==> src/rtl/serial_mul_accumulator.sv <==
// Sums `terms` unsigned products, rounds half-up at frac_bits and returns a width-bit result.
// Define ACC_SATURATE_EN to clamp overflowing results to all ones instead of wrapping.
module serial_mul_accumulator #(
  parameter int width     = 64,
  parameter int frac_bits = 32,
  parameter int terms     = 8
) (
  input  logic               clk,
  input  logic               asyn_reset,
  input  logic [2*width-1:0] product,
  input  logic               d_in_vld,
  output logic               d_in_rdy,
  output logic [width-1:0]   acc_out,
  output logic               overflow,
  output logic               acc_out_vld,
  input  logic               acc_out_rdy
);

  localparam int AW = 2*width + 8;
  // Shifting the one back down yields zero when no fraction bits are dropped.
  localparam logic [AW:0]  HALF = ((AW+1)'(1) << frac_bits) >> 1;
  localparam logic [7:0]   LAST = 8'(terms - 1);

  typedef enum logic [1:0] {
    ST_ACC   = 2'd0,
    ST_ROUND = 2'd1,
    ST_OUT   = 2'd2
  } state_t;

  state_t            r_state;
  state_t            w_state_nxt;
  logic [AW-1:0]     r_acc;
  logic [7:0]        r_cnt;
  logic [width-1:0]  r_acc_out;
  logic              r_overflow;
  logic              r_acc_out_vld;
  logic [AW:0]       w_rounded;
  logic              w_ovf;
  logic              w_last;

  assign w_rounded = ({1'b0, r_acc} + HALF) >> frac_bits;
  assign w_ovf     = |w_rounded[AW:width];
  assign w_last    = (r_cnt == LAST);

  // NOTE: sequential state uses non-blocking assignments so every register samples pre-edge values.
  always_ff @(posedge clk or negedge asyn_reset) begin
    if (!asyn_reset) r_state <= ST_ACC;
    else             r_state <= w_state_nxt;
  end

  // NOTE: defaults come first so no path through the case leaves an output unassigned (no latch).
  always_comb begin
    w_state_nxt = r_state;
    d_in_rdy    = 1'b0;
    unique case (r_state)
      ST_ACC: begin
        d_in_rdy = 1'b1;
        if (d_in_vld && w_last) w_state_nxt = ST_ROUND;
      end
      ST_ROUND: w_state_nxt = ST_OUT;
      ST_OUT:   if (acc_out_rdy) w_state_nxt = ST_ACC;
      default:  w_state_nxt = ST_ACC;
    endcase
  end

  always_ff @(posedge clk or negedge asyn_reset) begin
    if (!asyn_reset) begin
      r_acc         <= '0;
      r_cnt         <= '0;
      r_acc_out     <= '0;
      r_overflow    <= 1'b0;
      r_acc_out_vld <= 1'b0;
    end else begin
      case (r_state)
        ST_ACC: begin
          if (d_in_vld) begin
            r_acc <= r_acc + AW'(product);
            r_cnt <= r_cnt + 8'd1;
          end
        end
        ST_ROUND: begin
          r_overflow    <= w_ovf;
          r_acc_out_vld <= 1'b1;
          if (w_ovf) begin
`ifdef ACC_SATURATE_EN
            r_acc_out <= '1;
`else
            r_acc_out <= w_rounded[width-1:0];
`endif
          end else begin
            r_acc_out <= w_rounded[width-1:0];
          end
        end
        ST_OUT: begin
          if (acc_out_rdy) begin
            r_acc         <= '0;
            r_cnt         <= '0;
            r_acc_out_vld <= 1'b0;
          end
        end
        default: begin
          // Unreachable encoding: restart cleanly on the way back to ACC.
          r_acc         <= '0;
          r_cnt         <= '0;
          r_acc_out_vld <= 1'b0;
        end
      endcase
    end
  end

  assign acc_out     = r_acc_out;
  assign overflow    = r_overflow;
  assign acc_out_vld = r_acc_out_vld;

endmodule

==> config.mk <==
export PLATFORM = sky130hd
export DESIGN_NAME = serial_mul_accumulator
export DESIGN_NICKNAME = d
export VERILOG_FILES = /design/src/rtl/serial_mul_accumulator.sv
export SDC_FILE = /design/constraint.sdc
export NUM_CORES = 1
export LEC_CHECK = 0
export CAP_MARGIN = 20
export CORE_UTILIZATION = 47
export DETAILED_ROUTE_END_ITERATION = 10
export MAX_ROUTING_LAYER = met4
export PLACE_DENSITY = 0.66
export SETUP_SLACK_MARGIN = 0.2
export SYNTH_ARGS = -nofsm -noshare
export SYNTH_HDL_FRONTEND = slang
export SYNTH_SLANG_ARGS = --single-unit
==> constraint.sdc <==
create_clock -name clk -period 9.3 [get_ports clk]
set_input_delay 1.86 -clock clk [delete_from_list [all_inputs] [get_ports clk]]
set_output_delay 1.86 -clock clk [all_outputs]
set_load 0.005 [all_outputs]
==> flow_summary.ini <==
[timing]
maxSlewHeadroom_pct = 37.70
slew_violations = 0
period_needed_ns = 5.726
worst_slew_pin_slew_ns = 0.9327
worst_slack_ns = 3.574
fin_crit_sh_pct = 61.57
clock_skew_ns = 0.01962
hold_viol_final = 0
rsz0062_at_grt = no
max_freq_ghz = 0.1746
setup_viol = 0
final.setup.tns_ns = 0

[final_layout]
fillers = 3607
areaGrowthSynthToFinish_pct = 17.51
seqCellArea_um2 = 5305
fin_nets = 2750
layout-drive-gt1-share_pct = 3.512
mostFrequentLayoutCells = nand2_1 (378), o21ai_0 (299), dfrtp_1 (212)
layout_commonest_cell = nand2_1
multi_input_area_um2 = 12280

[detailed_routing]
wirelength_um = 61420
firstDrtPassIters = 5
vias = 18210
drc = 0
drt_iter0_drc = 1393
ant_nets = 0
wl_per_cell_um = 20.35
drt-vias-per-instance = 6.035

[floorplan]
die_area_um2 = 39540
core-area_um2 = 37930
fp.dieW_um = 198.8
fp-row-count = 71
die_h_um = 198.8
start_util_pct = 48.01
floorplan.io_pins = 199

[place]
dp_hpwl_um = 48100
place_ws_ns = 3.168
io_buffers = 198
place_congestion = 1.007

[synthesis]
synth_edf_count = 0
synthTopCellsByArea = dfrtp_1 (29%), ha_1 (8.9%), o21ai_0 (8.2%)
async_flop_share_pct = 100.0
yosysWarnings = 0
ys_seq_area_share_pct = 29.13
synth_top_area_cell = dfrtp_1
synth_seq_cells = 212
syn-instance-count = 2376
synth_top_area_share_pct = 29.13
syn_nets = 2639
synth_ff_type = dfrtp_1
synth_area_per_cell_um2 = 7.664
synthesis.area_um2 = 18210
ys_types = 78

[setup_path]
critical_path_class = input port to flip-flop
cp_data_arrival_time_ns = 6.14
cp_max_fo = 9
slowest_stage = o31ai_1
critPathMaxStageDelay_ns = 0.61
endpoint_kind = flip-flop
required_ns = 9.71
cp-start-kind = input port
crit_top_cell = o31ai_1
path_cells = clkdlybuf4s50_1, ha_1, nand4_1, nor4_2, nand2_1, nor3_1, nor4b_1, nor2_1, o31ai_1, a21oi_1, o31ai_1, xnor2_1, o21ai_1

[grt]
grt_pass1_vias = 17660
grt_pass1_wl_um = 96960
antenna_found_initial = 1
grt_max_degree = 110
grt_overflow = 0
track_usage_pct = 32.03

[power_and_ir_drop]
power_w = 0.007490
p_leak_nw = 8.656
p_per_area_nw_per_um2 = 350.0
ir_drop_mv = 0.1732

[clock_tree]
clock-sinks = 212
numCtsBuffers = 26
clock_latency_ns = 0.56
post_cts_buffers = 0
htree_levels = 1
cts.clk_slew.worst_paths_ns = 0.06
cts-root-buf = clkbuf_16
cts_resized = 0
cts_hold_buf = 0
clockBufferDepth = 3
cts_tree = built

[job]
maxCapViolations = 0

[min_path]
hold_path_class = flip-flop to flip-flop

[status]
outcome = complete, no violations
[synth_stat cells (4+ instances only)]
cell      instances
a21o_1           51
and3_1           23
or3_1            11
o211ai_1         10
a211oi_1          7
a21oi_1         211
o21ai_1          17
or4_1             4
and2_1           13
xor2_1          106
a221o_1           4
inv_1            46
a31oi_1          24
dfrtp_1         212
nand4_1         103
o21a_1           18
and4_1           14
buf_2            11
a21boi_0          7
a41oi_1           6
or2_2             5
o22ai_1           7
nor2b_1          11
ha_1            130
o21bai_1         39
o31ai_1          12
a221oi_1          4
nand3_1          70
nor2_1          154
nand2b_1         16
o21ai_0         299
nor3_1           49
nor4_1           16
clkbuf_1        111
nand2_1         379
xnor2_1         107
nand3b_1          4
[cell type report]
type | count | area share, %
clock inverter | 12 | 0.9063
clock buffer | 35 | 3.532
sequential | 212 | 24.79
multi-input combinational | 1994 | 57.38
antenna | 1 | 0.01169
tap | 511 | 2.988
timing repair buffer | 207 | 9.589
inverter | 46 | 0.8069
[logic make-up after synthesis]
| family | count (synthesis) | synth area share, % |
|---|---|---|
| and+or+nand+nor | 888 | 23.07 |
| AOI/OAI and AO/OA | 756 | 24.58 |
| xor gates and xnor gates | 213 | 10.24 |
| DFF | 212 | 29.13 |
| buffers and inverters | 170 | 3.587 |
| adders and majority gates | 131 | 9.042 |
| muxes | 6 | 0.3504 |
[worst paths after layout]
path | start | endpoint | slack [ns] | cells past startpoint
min in group asynchronous | asyn_reset | acc_out[19]$_DFFE_PN0P_ | 1.34 | 1
max in group asynchronous | asyn_reset | r_acc[130]$_DFFE_PN0P_ | 6.51 | 2
worst min-delay path | acc_out[49]$_DFFE_PN0P_ | acc_out[49]$_DFFE_PN0P_ | 0.47 | 2
worst max-delay path | product[54] | r_acc[98]$_DFFE_PN0P_ | 3.57 | 13
worst min register to register | acc_out[49]$_DFFE_PN0P_ | acc_out[49]$_DFFE_PN0P_ | 0.47 | 2
worst max register to register | r_acc[54]$_DFFE_PN0P_ | r_acc[98]$_DFFE_PN0P_ | 4.86 | 12
[metal layers]
metal	global-route usage, %	wire length (um)	vias up
met5	-	0	-
met4	8.917	1790	0
met3	4.086	3787	110
met2	50.51	27800	641
met1	43.05	28050	8655
li1	-	-	8807
[worst max-delay path: cells and delay by family]
kind                     cells  cell delay [ns]
AO/OA/AOI/OAI                4             1.19
XOR/XNOR                     1             0.15
adder cells (fa/ha/maj)      1             0.50
buffers and inverters        1             0.44
AND/OR/NAND/NOR              6             1.98
[registers in the layout (all words and copies together), names as in the netlist]
name	cells
r_acc	136
overflow	1
r_cnt	8
r_state	2
acc_out	64
acc_out_vld	1
[stage by stage]
stage | utilization [%] | hold slack, ns | area, um2 | instances
floorplan | - | 0.4428 | 18210 | 2376
global placement | 53.89 | 0.4597 | 20440 | 2969
detailed placement | 53.90 | 0.4690 | 20450 | 2970
CTS | 56.41 | 0.4824 | 21400 | 3017
global route | 56.41 | 0.4980 | 21400 | 3018
finish | 56.41 | 0.4733 | 21400 | 3018
[where the power goes]
group	internal [W]	switching [W]	leakage (nW)
Combinational	0.00180	0.00266	5.53
Sequential	0.00134	0.000554	2.66
Clock	0.000706	0.000428	0.463
(Power assumes the default switching activity.)
